**src/rtl/ntt_sdf_stage_pkg.sv**
```systemverilog
// Shared types and modular add/subtract helpers for the SDF NTT stage.
package ntt_pkg;

    // Widest data path the helper functions handle.
    localparam int unsigned NTT_MAX_W = 64;

    typedef enum logic [1:0] {
        IDLE,
        FILL,
        BFLY,
        DRAIN
    } sdf_state_t;

    function automatic logic [NTT_MAX_W-1:0] width_mask(input int unsigned w);
        return (w >= NTT_MAX_W) ? {NTT_MAX_W{1'b1}} : ~({NTT_MAX_W{1'b1}} << w);
    endfunction

    // (a + b) mod q for a, b < q; one conditional subtract.
    function automatic logic [NTT_MAX_W-1:0] mod_add(
        input logic [NTT_MAX_W-1:0] a,
        input logic [NTT_MAX_W-1:0] b,
        input int unsigned          w,
        input logic [NTT_MAX_W-1:0] q
    );
        logic [NTT_MAX_W:0] s;
        s = {1'b0, a} + {1'b0, b};
        if (s >= {1'b0, q}) begin
            s = s - {1'b0, q};
        end
        return s[NTT_MAX_W-1:0] & width_mask(w);
    endfunction

    // (a - b) mod q for a, b < q; the extra top bit flags a negative result.
    function automatic logic [NTT_MAX_W-1:0] mod_sub(
        input logic [NTT_MAX_W-1:0] a,
        input logic [NTT_MAX_W-1:0] b,
        input int unsigned          w,
        input logic [NTT_MAX_W-1:0] q
    );
        logic [NTT_MAX_W:0] d;
        d = {1'b0, a} - {1'b0, b};
        if (d[NTT_MAX_W]) begin
            d = d + {1'b0, q};
        end
        return d[NTT_MAX_W-1:0] & width_mask(w);
    endfunction

endpackage

```
**src/rtl/ntt_sdf_stage_if.sv**
```systemverilog
// Sample stream into and out of one SDF NTT stage (no output backpressure).
interface ntt_sdf_stage_if #(
    parameter int unsigned W = 32
);
    logic         in_valid;
    logic         in_ready;
    logic [W-1:0] in_data;
    logic         out_valid;
    logic [W-1:0] out_data;

    modport master (
        output in_valid,
        output in_data,
        input  in_ready,
        input  out_valid,
        input  out_data
    );

    modport slave (
        input  in_valid,
        input  in_data,
        output in_ready,
        output out_valid,
        output out_data
    );
endinterface

```
**src/rtl/ntt_sdf_stage_mod_mul_pipe.sv**
```systemverilog
// Pipelined a*b mod MODULUS; the valid bit travels with the data, MUL_LAT cycles end to end.
module mod_mul_pipe #(
    parameter int unsigned W       = 32,
    parameter int unsigned MODULUS = 7681,
    parameter int unsigned MUL_LAT = 3
) (
    input  logic         clk,
    input  logic         rst,
    input  logic [W-1:0] a,
    input  logic [W-1:0] b,
    input  logic         v_in,
    output logic [W-1:0] p,
    output logic         v_out,
    output logic         pending
);
    localparam int unsigned PW = 2 * W;

    logic [PW-1:0] full_prod;
    assign full_prod = PW'(a) * PW'(b);

    generate
        if (MUL_LAT == 1) begin : g_single
            logic [W-1:0] p_r;
            logic         v_r;

            // Multiply and reduce in a single registered step
            always_ff @(posedge clk or posedge rst) begin
                if (rst) begin
                    p_r <= '0;
                    v_r <= 1'b0;
                end else begin
                    p_r <= W'(full_prod % PW'(MODULUS));
                    v_r <= v_in;
                end
            end

            assign p       = p_r;
            assign v_out   = v_r;
            assign pending = v_r;
        end else begin : g_multi
            logic [PW-1:0]      prod_r;
            logic               prod_v;
            logic [W-1:0]       red_r [MUL_LAT-1];
            logic [MUL_LAT-2:0] red_v;

            // Product register, then reduction register, then plain delay stages
            always_ff @(posedge clk or posedge rst) begin
                if (rst) begin
                    prod_r <= '0;
                    prod_v <= 1'b0;
                    red_v  <= '0;
                    for (int unsigned i = 0; i < MUL_LAT - 1; i++) begin
                        red_r[i] <= '0;
                    end
                end else begin
                    prod_r   <= full_prod;
                    prod_v   <= v_in;
                    red_r[0] <= W'(prod_r % PW'(MODULUS));
                    red_v[0] <= prod_v;
                    for (int unsigned i = 1; i < MUL_LAT - 1; i++) begin
                        red_r[i] <= red_r[i-1];
                        red_v[i] <= red_v[i-1];
                    end
                end
            end

            assign p       = red_r[MUL_LAT-2];
            assign v_out   = red_v[MUL_LAT-2];
            assign pending = prod_v | (|red_v);
        end
    endgenerate

endmodule

```
**src/rtl/ntt_sdf_stage.sv**
```systemverilog
// Radix-2 DIF single-path delay-feedback NTT stage with forward/inverse twiddle banks.
module ntt_sdf_stage
    import ntt_pkg::*;
#(
    parameter int unsigned W       = 32,
    parameter int unsigned MODULUS = 7681,
    parameter int unsigned HALF_N  = 4,
    parameter int unsigned MUL_LAT = 3
) (
    input  logic                      clk,
    input  logic                      rst,
    ntt_sdf_stage_if.slave            stream,
    input  logic                      inv,
    input  logic                      flush,
    input  logic                      tw_we,
    input  logic                      tw_bank,
    input  logic [$clog2(HALF_N)-1:0] tw_addr,
    input  logic [W-1:0]              tw_data,
    output logic                      busy,
    output logic                      tw_err
);
    localparam int unsigned     AW       = $clog2(HALF_N);
    localparam logic [AW-1:0]   CNT_LAST = AW'(HALF_N - 1);

    sdf_state_t    state, state_n;
    logic [AW-1:0] cnt, cnt_n;
    logic          primed, primed_n;
    logic          bank, bank_n;

    logic [W-1:0]  dly_ram [HALF_N];
    logic [AW-1:0] dly_ptr;
    logic [W-1:0]  dly_rd;

    logic [W-1:0]  tw_ram [2][HALF_N];
    logic [W-1:0]  tw_rd;

    logic          boundary;
    logic          in_ready_c;
    logic          accept;
    logic          push;
    logic [W-1:0]  push_data;
    logic          emit;
    logic [W-1:0]  mul_a;
    logic [W-1:0]  mul_b;
    logic          pipe_busy;
    logic [W-1:0]  mul_p;
    logic          mul_v;

    assign dly_rd     = dly_ram[dly_ptr];
    assign tw_rd      = tw_ram[bank][cnt];
    assign boundary   = (state == FILL) && (cnt == '0) && primed;
    assign in_ready_c = (state != DRAIN) && !(boundary && flush);
    assign accept     = stream.in_valid && in_ready_c;
    assign busy       = (state != IDLE) || pipe_busy;

    assign stream.in_ready  = in_ready_c;
    assign stream.out_valid = mul_v;
    assign stream.out_data  = mul_p;

    // Next state, delay-line push and multiplier issue for this cycle
    always_comb begin
        state_n   = state;
        cnt_n     = cnt;
        primed_n  = primed;
        bank_n    = bank;
        push      = 1'b0;
        push_data = stream.in_data;
        emit      = 1'b0;
        mul_a     = '0;
        mul_b     = W'(1);
        unique case (state)
            IDLE: begin
                if (accept) begin
                    state_n = FILL;
                    cnt_n   = AW'(1);
                    bank_n  = inv;
                    push    = 1'b1;
                end
            end
            FILL: begin
                // Flush wins at a frame boundary: enter DRAIN without taking a sample
                if (boundary && flush) begin
                    state_n = DRAIN;
                end else if (accept) begin
                    push = 1'b1;
                    if (primed) begin
                        emit  = 1'b1;
                        mul_a = dly_rd;
                        mul_b = tw_rd;
                    end
                    if (boundary) begin
                        bank_n = inv;
                    end
                    cnt_n = cnt + 1'b1;
                    if (cnt == CNT_LAST) begin
                        state_n = BFLY;
                    end
                end
            end
            BFLY: begin
                if (accept) begin
                    emit      = 1'b1;
                    mul_a     = W'(mod_add(NTT_MAX_W'(dly_rd), NTT_MAX_W'(stream.in_data),
                                           W, NTT_MAX_W'(MODULUS)));
                    push      = 1'b1;
                    push_data = W'(mod_sub(NTT_MAX_W'(dly_rd), NTT_MAX_W'(stream.in_data),
                                           W, NTT_MAX_W'(MODULUS)));
                    cnt_n     = cnt + 1'b1;
                    if (cnt == CNT_LAST) begin
                        state_n  = FILL;
                        primed_n = 1'b1;
                    end
                end
            end
            DRAIN: begin
                emit      = 1'b1;
                mul_a     = dly_rd;
                mul_b     = tw_rd;
                push      = 1'b1;
                push_data = '0;
                cnt_n     = cnt + 1'b1;
                if (cnt == CNT_LAST) begin
                    state_n  = IDLE;
                    primed_n = 1'b0;
                end
            end
        endcase
    end

    // FSM state, frame counter, bank select and delay pointer
    always_ff @(posedge clk or posedge rst) begin
        if (rst) begin
            state   <= IDLE;
            cnt     <= '0;
            primed  <= 1'b0;
            bank    <= 1'b0;
            dly_ptr <= '0;
        end else begin
            state  <= state_n;
            cnt    <= cnt_n;
            primed <= primed_n;
            bank   <= bank_n;
            if (push) begin
                dly_ptr <= dly_ptr + 1'b1;
            end
        end
    end

    // Dropped twiddle write flag, one cycle after the rejected strobe
    always_ff @(posedge clk or posedge rst) begin
        if (rst) begin
            tw_err <= 1'b0;
        end else begin
            tw_err <= tw_we && busy;
        end
    end

    // Feedback delay storage; contents are don't-care until the FSM has filled them
    always_ff @(posedge clk) begin
        if (push) begin
            dly_ram[dly_ptr] <= push_data;
        end
    end

    // Twiddle storage, writable only while the stage is fully idle
    always_ff @(posedge clk) begin
        if (tw_we && !busy) begin
            tw_ram[tw_bank][tw_addr] <= tw_data;
        end
    end

    mod_mul_pipe #(
        .W       (W),
        .MODULUS (MODULUS),
        .MUL_LAT (MUL_LAT)
    ) u_mul (
        .clk     (clk),
        .rst     (rst),
        .a       (mul_a),
        .b       (mul_b),
        .v_in    (emit),
        .p       (mul_p),
        .v_out   (mul_v),
        .pending (pipe_busy)
    );

endmodule
```
**src/flat_wrapper.sv**
```systemverilog
// flat-port wrapper written by rule: the top's interface ports become plain ports
module ntt_sdf_stage_flat import ntt_pkg::*;
#(
    parameter int unsigned W       = 32,
    parameter int unsigned MODULUS = 7681,
    parameter int unsigned HALF_N  = 4,
    parameter int unsigned MUL_LAT = 3
)
  (clk, rst, inv, flush, tw_we, tw_bank, tw_addr, tw_data, busy, tw_err, stream_in_valid, stream_in_data, stream_in_ready, stream_out_valid, stream_out_data);
  ntt_sdf_stage_if #(.W(W)) stream_i ();
  input  logic clk;
  input  logic rst;
  input  logic inv;
  input  logic flush;
  input  logic tw_we;
  input  logic tw_bank;
  input  logic [$clog2(HALF_N)-1:0] tw_addr;
  input  logic [W-1:0] tw_data;
  output logic busy;
  output logic tw_err;
  input wire logic [$bits(stream_i.in_valid)-1:0] stream_in_valid;
  input wire logic [$bits(stream_i.in_data)-1:0] stream_in_data;
  output wire logic [$bits(stream_i.in_ready)-1:0] stream_in_ready;
  output wire logic [$bits(stream_i.out_valid)-1:0] stream_out_valid;
  output wire logic [$bits(stream_i.out_data)-1:0] stream_out_data;
  assign stream_i.in_valid = stream_in_valid;
  assign stream_i.in_data = stream_in_data;
  assign stream_in_ready = stream_i.in_ready;
  assign stream_out_valid = stream_i.out_valid;
  assign stream_out_data = stream_i.out_data;
  ntt_sdf_stage #(.W(W), .MODULUS(MODULUS), .HALF_N(HALF_N), .MUL_LAT(MUL_LAT)) u_core (.clk(clk), .rst(rst), .stream(stream_i), .inv(inv), .flush(flush), .tw_we(tw_we), .tw_bank(tw_bank), .tw_addr(tw_addr), .tw_data(tw_data), .busy(busy), .tw_err(tw_err));
endmodule
```
**config.mk**
```make
export PLATFORM = sky130hd
export DESIGN_NAME = ntt_sdf_stage_flat
export DESIGN_NICKNAME = d
export VERILOG_FILES = /design/src/rtl/ntt_sdf_stage_pkg.sv /design/src/rtl/ntt_sdf_stage_if.sv /design/src/rtl/ntt_sdf_stage_mod_mul_pipe.sv /design/src/rtl/ntt_sdf_stage.sv /design/src/flat_wrapper.sv
export SDC_FILE = /design/constraint.sdc
export NUM_CORES = 2
export LEC_CHECK = 0
export ABC_AREA = 0
export CAP_MARGIN = 15
export CORE_ASPECT_RATIO = 0.6
export CORE_MARGIN = 2
export CORE_UTILIZATION = 40
export CTS_BUF_LIST = sky130_fd_sc_hd__clkbuf_8
export DETAILED_ROUTE_END_ITERATION = 6
export REMOVE_ABC_BUFFERS = 1
export SKIP_CTS_REPAIR_TIMING = 1
export SLEW_MARGIN = 5
export SYNTH_ARGS = -nofsm -noshare
export SYNTH_HDL_FRONTEND = slang
export SYNTH_SLANG_ARGS = --single-unit
```
**constraint.sdc**
```tcl
create_clock -name clk -period 152.5 [get_ports clk]
set_input_delay 45.75 -clock clk [delete_from_list [all_inputs] [get_ports clk]]
set_output_delay 45.75 -clock clk [all_outputs]
set_load 0.02 [all_outputs]
```
# Word level (Yosys, flattened, before mapping)
# Memories as Yosys holds them, arrays and structs flattened.
# Cells that the tools add are included.
dict set report op_classes {
  muxes 49
  n_mul 1
  n_eq_ne 14
  n_bitwise 3
  order_cmp 4
  n_addsub 6
  n_reduce_logical 22
  div_mod_pow 1
}
# cell count
set op_table {}
lappend op_table {{$mux 32} 13}
lappend op_table {{$mux 128} 1}
lappend op_table {{$pmux 32 s2} 2}
lappend op_table {{$pmux 32 s3} 1}
lappend op_table {{$bmux 32 s2} 1}
lappend op_table {{$demux 32 s2} 1}
lappend op_table {{$mod 64x13->64 const B} 1}
lappend op_table {{$mul 32x32->64} 1}
lappend op_table {{$add 32x32->33} 1}
lappend op_table {{$ge 33x13->1 const B} 1}
lappend op_table {{$sub 32x32->33} 1}
lappend op_table {{$add 32x13->32 const B} 1}
lappend op_table {{$sub 32x13->32 const B} 1}
lappend op_table {{$mux 2} 9}
lappend op_table {{$pmux 2 s4} 2}
lappend op_table {{$mux 1} 15}
lappend op_table {{$ne 2x1->1 const B} 6}
lappend op_table {{$logic_and 1x1->1} 8}
lappend op_table {{$eq 2x2->1 const B} 3}
lappend op_table {{$ge 3x3->1 const B} 2}
lappend op_table {{$not 2->3} 2}
lappend op_table {{$pmux 1 s3} 2}
lappend op_table {{$reduce_and 6->1} 1}
lappend op_table {{$reduce_bool 2->1} 3}
lappend op_table {{other kinds (15)} 21}
dict set report word_totals {
  ramBits 384
  inputBits 73
  n_memories 2
  word_cells 113
  ff_bits 140
  output_inout_bits 36
}
# name words word_bits read_ports rd_ports_with_merged_regs write_ports line_no
set mem_list {}
lappend mem_list {u_core.tw_ram 2 128 1 0 1 ntt_sdf_stage.sv:34} ;# logic [W-1:0] tw_ram [2][HALF_N];
lappend mem_list {u_core.dly_ram 4 32 1 0 1 ntt_sdf_stage.sv:30} ;# logic [W-1:0] dly_ram [HALF_N];

# Longest topological paths before layout
dict set report logic_depth {
  ltp_word 12
  depth_mapped 209
  ltp_nobuf 171
}

# Hierarchy
# A second synthesis with hierarchy kept.
dict set report unflattened {
  cells_unflattened 9252
  area_unflattened_um2 86322.8
}
# mod area_each_um2 cells_per_inst n_inst
set modules_own_cells {}
lappend modules_own_cells {mod_mul_pipe 64798.4 7546 1}
lappend modules_own_cells {ntt_sdf_stage 21524.4 1706 1}

# Worst setup path before layout
# OpenSTA, ideal clock, no wires.
dict set report synth_path {
  path_type {input -> output}
  startpoint {input flush}
  endpoint {output stream_in_ready}
  t_required_ns 106.750
  t_arrival_ns 46.356
  cell_stages 3
  path_slack_ns 60.394
  path_cell_list {and4_1 clkbuf_1 nor2_1}
}
dict set report synth_between {
  elab_chain_cells 3
}
# element line_no
set synth_rtl {}
lappend synth_rtl {{from (decl)} flat_wrapper.sv:14} ;# input logic flush;
lappend synth_rtl {{$logic_and 1x1->1} ntt_sdf_stage.sv:52} ;# assign in_ready_c = (state != DRAIN) && !(boundary && flush);
lappend synth_rtl {{$logic_not 1->1} ntt_sdf_stage.sv:52}
lappend synth_rtl {{$logic_and 1x1->1} ntt_sdf_stage.sv:52}
lappend synth_rtl {{to (decl)} flat_wrapper.sv:23} ;# output wire logic [$bits(stream_i.in_ready)-1:0] stream_in_ready;
# No other way between the ends.

# Worst setup path after layout
# Ends and elaborated chain as after synthesis.

==> impl_metrics.env <==
export IMPL_route_detailed_drc=0
export IMPL_drive_gt1_share_pct=15.7
export IMPL_yosysSeqAreaShare_pct=17.9
export IMPL_grt_pass1_vias=66600
export IMPL_cts_tree="built"
export IMPL_worstPathMaxFanout=6
export IMPL_synth_seq_cells=524
export IMPL_h_tree_depth=3
export IMPL_drv_slew=0
export IMPL_critPathMaxStageDelay_ps=630
export IMPL_synth_avg_cell_area_sq_um=9.43
export IMPL_dp_hpwl_mm=201
export IMPL_synthFlopType="edfxtp_1"
export IMPL_rsz0062_at_grt="false"
export IMPL_outcome="completed"
export IMPL_crit_top_cell="clkdlybuf4s50_1"
export IMPL_clock_latency_ps=820
export IMPL_ant_nets=0
export IMPL_final_min_clock_period_ps=93020
export IMPL_syn_to_final_growth_pct=5.93
export IMPL_dieArea_sq_mm=0.214
export IMPL_syn_inst=8918
export IMPL_grtUsageTotal_pct=23.8
export IMPL_post_drt_wl_per_cell_um=22.2
export IMPL_fin_skew_ps=93.1
export IMPL_tightest_slew_ps=1110
export IMPL_required_ps=106750
export IMPL_ys_async_sr_fraction_pct=26.7
export IMPL_first_iter_violations=7273
export IMPL_synthTopCellsByArea="fa_1, edfxtp_1, inv_1"
export IMPL_synth_top_cell_area_share_pct=21.4
export IMPL_core_area_sq_mm=0.209
export IMPL_critical_path_arrival_ps=47270
export IMPL_crit_chain="clkdlybuf4s50_1, and4_1, nor2_1, clkdlybuf4s50_1"
export IMPL_rows=130
export IMPL_ys_warnings_count=0
export IMPL_ff2ff_path_depth=166
export IMPL_vias=68000
export IMPL_die_x_um=596
export IMPL_synth_edf_count=384
export IMPL_clockBufferDepth=3
export IMPL_slew_headroom_pct=23.7
export IMPL_holdPathStages=0
export IMPL_finalSetupViolCount=0
export IMPL_setup_tns_ps=0
export IMPL_grt_max_degree=65
export IMPL_drtPass1Iterations=6
export IMPL_cp_slowest_cell="clkdlybuf4s50_1"
export IMPL_synth_area_sq_mm=0.0841
export IMPL_fillers=20400
export IMPL_gp_congestion=0.939
export IMPL_cts_root_buf="clkbuf_8"
export IMPL_cts_made_buffers=84
export IMPL_fin_nets=10100
export IMPL_max_freq_mhz=10.8
export IMPL_clk_pin_slew_ps=70
export IMPL_min_path_type="reg2reg"
export IMPL_grt_pass1_wl_mm=401
export IMPL_clock_sinks=524
export IMPL_finalCritPeriodShare_pct=61.0
export IMPL_worstSetupPathType="in2out"
export IMPL_yosys_cell_types_count=226
export IMPL_io_pins=109
export IMPL_finalWirelength_mm=259
export IMPL_initial_core_util_pct=40.2
export IMPL_yosys_area_top_type="fa_1"
export IMPL_port_buffers=108
export IMPL_start_kind="input port"
export IMPL_die_h_um=359
export IMPL_vias_per_cell=5.84
export IMPL_drv_cap=0
export IMPL_crit_path_end_kind="primary output"
export IMPL_hold_violations=0
export IMPL_overflow=0
export IMPL_antenna_found_initial=16
[Yosys cell counts (136+ instances only)]
cell type,number
xor2_1,136
nand3_1,161
ha_1,344
fa_1,898
dfrtp_1,140
edfxtp_1,384
clkbuf_1,242
inv_1,1237
nor3_1,233
nor2_1,501
a21oi_1,297
nand2_1,1215
o21ai_0,176
xnor2_1,356
[state kept, by name (all words and copies together) (netlist names), 2 cells and up]
name,flops
u_core.u_mul.g_multi.prod_r,64
u_core.dly_ptr,2
u_core.u_mul.g_multi.red_r,32
u_core.tw_ram,256
u_core.u_mul.p,32
u_core.cnt,2
u_core.state,2
u_core.u_mul.g_multi.red_v,2
u_core.dly_ram,128
[stage by stage]
step	setup WS (ps)	utilization [%]	hold WS, ps	area (sq um)	instances
3_3_place_gp	59510	41.8	333	87400	11500
3_5_place_dp	59490	41.8	336	87400	11500
5_1_grt	59410	42.6	348	89100	11700
6_report	59480	42.6	338	89100	11700
2_1_floorplan	60470	-	331	81500	8507
4_1_cts	59470	42.6	342	89100	11700
[routing by layer]
metal	track usage (%)	vias to the layer above	share of wire, %
met3	7.62	281	12
met1	37.7	34200	48
li1	-	30400	-
met2	30.9	3170	38
met5	0	-	0.056
met4	4.23	24	1.9
[worst max-delay path, delay by kind of cell]
kind	cells	cell delay (ps)
buffers and inverters	2	1080
AND/OR/NAND/NOR	2	450
[placed cells by master (no fill, tap or decap), types with 45 or more instances in the layout]
| cell type | instances |
|---|---|
| o211ai_1 | 52 |
| o21ai_0 | 175 |
| inv_1 | 1267 |
| and2_1 | 109 |
| a31oi_1 | 52 |
| ha_1 | 343 |
| and3_2 | 45 |
| nand2_1 | 1215 |
| a211oi_1 | 48 |
| nand3_1 | 161 |
| mux2i_1 | 69 |
| clkdlybuf4s50_1 | 108 |
| nor4_1 | 56 |
| a21oi_1 | 274 |
| nor3_1 | 228 |
| o21bai_1 | 108 |
| fa_1 | 898 |
| and2_2 | 47 |
| nor2_1 | 461 |
| mux4_2 | 96 |
| clkbuf_8 | 95 |
| buf_4 | 112 |
| nor2_2 | 54 |
| xor2_1 | 136 |
| dfrtp_1 | 137 |
| edfxtp_1 | 384 |
| a21oi_2 | 61 |
| nand4_1 | 55 |
| xnor2_1 | 356 |
[final timing paths]
kind	from	end	slack [ps]
worst max-delay path	flush	stream_in_ready	59480
worst min-delay path	u_core.u_mul.g_multi.red_r[45]	u_core.u_mul.p[13]	340
worst max register to register	u_core.u_mul.g_multi.prod_r[20]	u_core.u_mul.g_multi.red_r[50]	86880
worst min register to register	u_core.u_mul.g_multi.red_r[45]	u_core.u_mul.p[13]	340
max in group asynchronous	rst	u_core.bank	105060
min in group asynchronous	rst	u_core.u_mul.g_multi.prod_r[44]	45420
[cell type report]
cell class	count	area, sq um	area share [%]
inverters	1246	4700	5.27
multi-input cells	6737	62300	69.9
flip-flops and latches	524	15000	16.9
clock buffers	95	1310	1.47
clock inverters	57	378	0.424
diodes	9	22.5	0.0253
repair buffers	220	1920	2.16
well taps	2772	3470	3.89
[cell families (layout without fill, tap and decap cells)]
kind of cell / count (synthesis) / count (layout) / synth area share, %
flops: 524 / 524 / 17.9
buf+inv: 1657 / 1618 / 8.65
mux: 217 / 217 / 4.22
simple gates: 3019 / 3019 / 18.8
fa+ha+maj: 1266 / 1266 / 26.8
compound gates: 1675 / 1675 / 17.0
other cells: 0 / 9 / 0
xor+xnor: 560 / 560 / 6.69
Power is not shown: default switching activity piles up to over one toggle a cycle in this logic, so the estimate is an artifact.
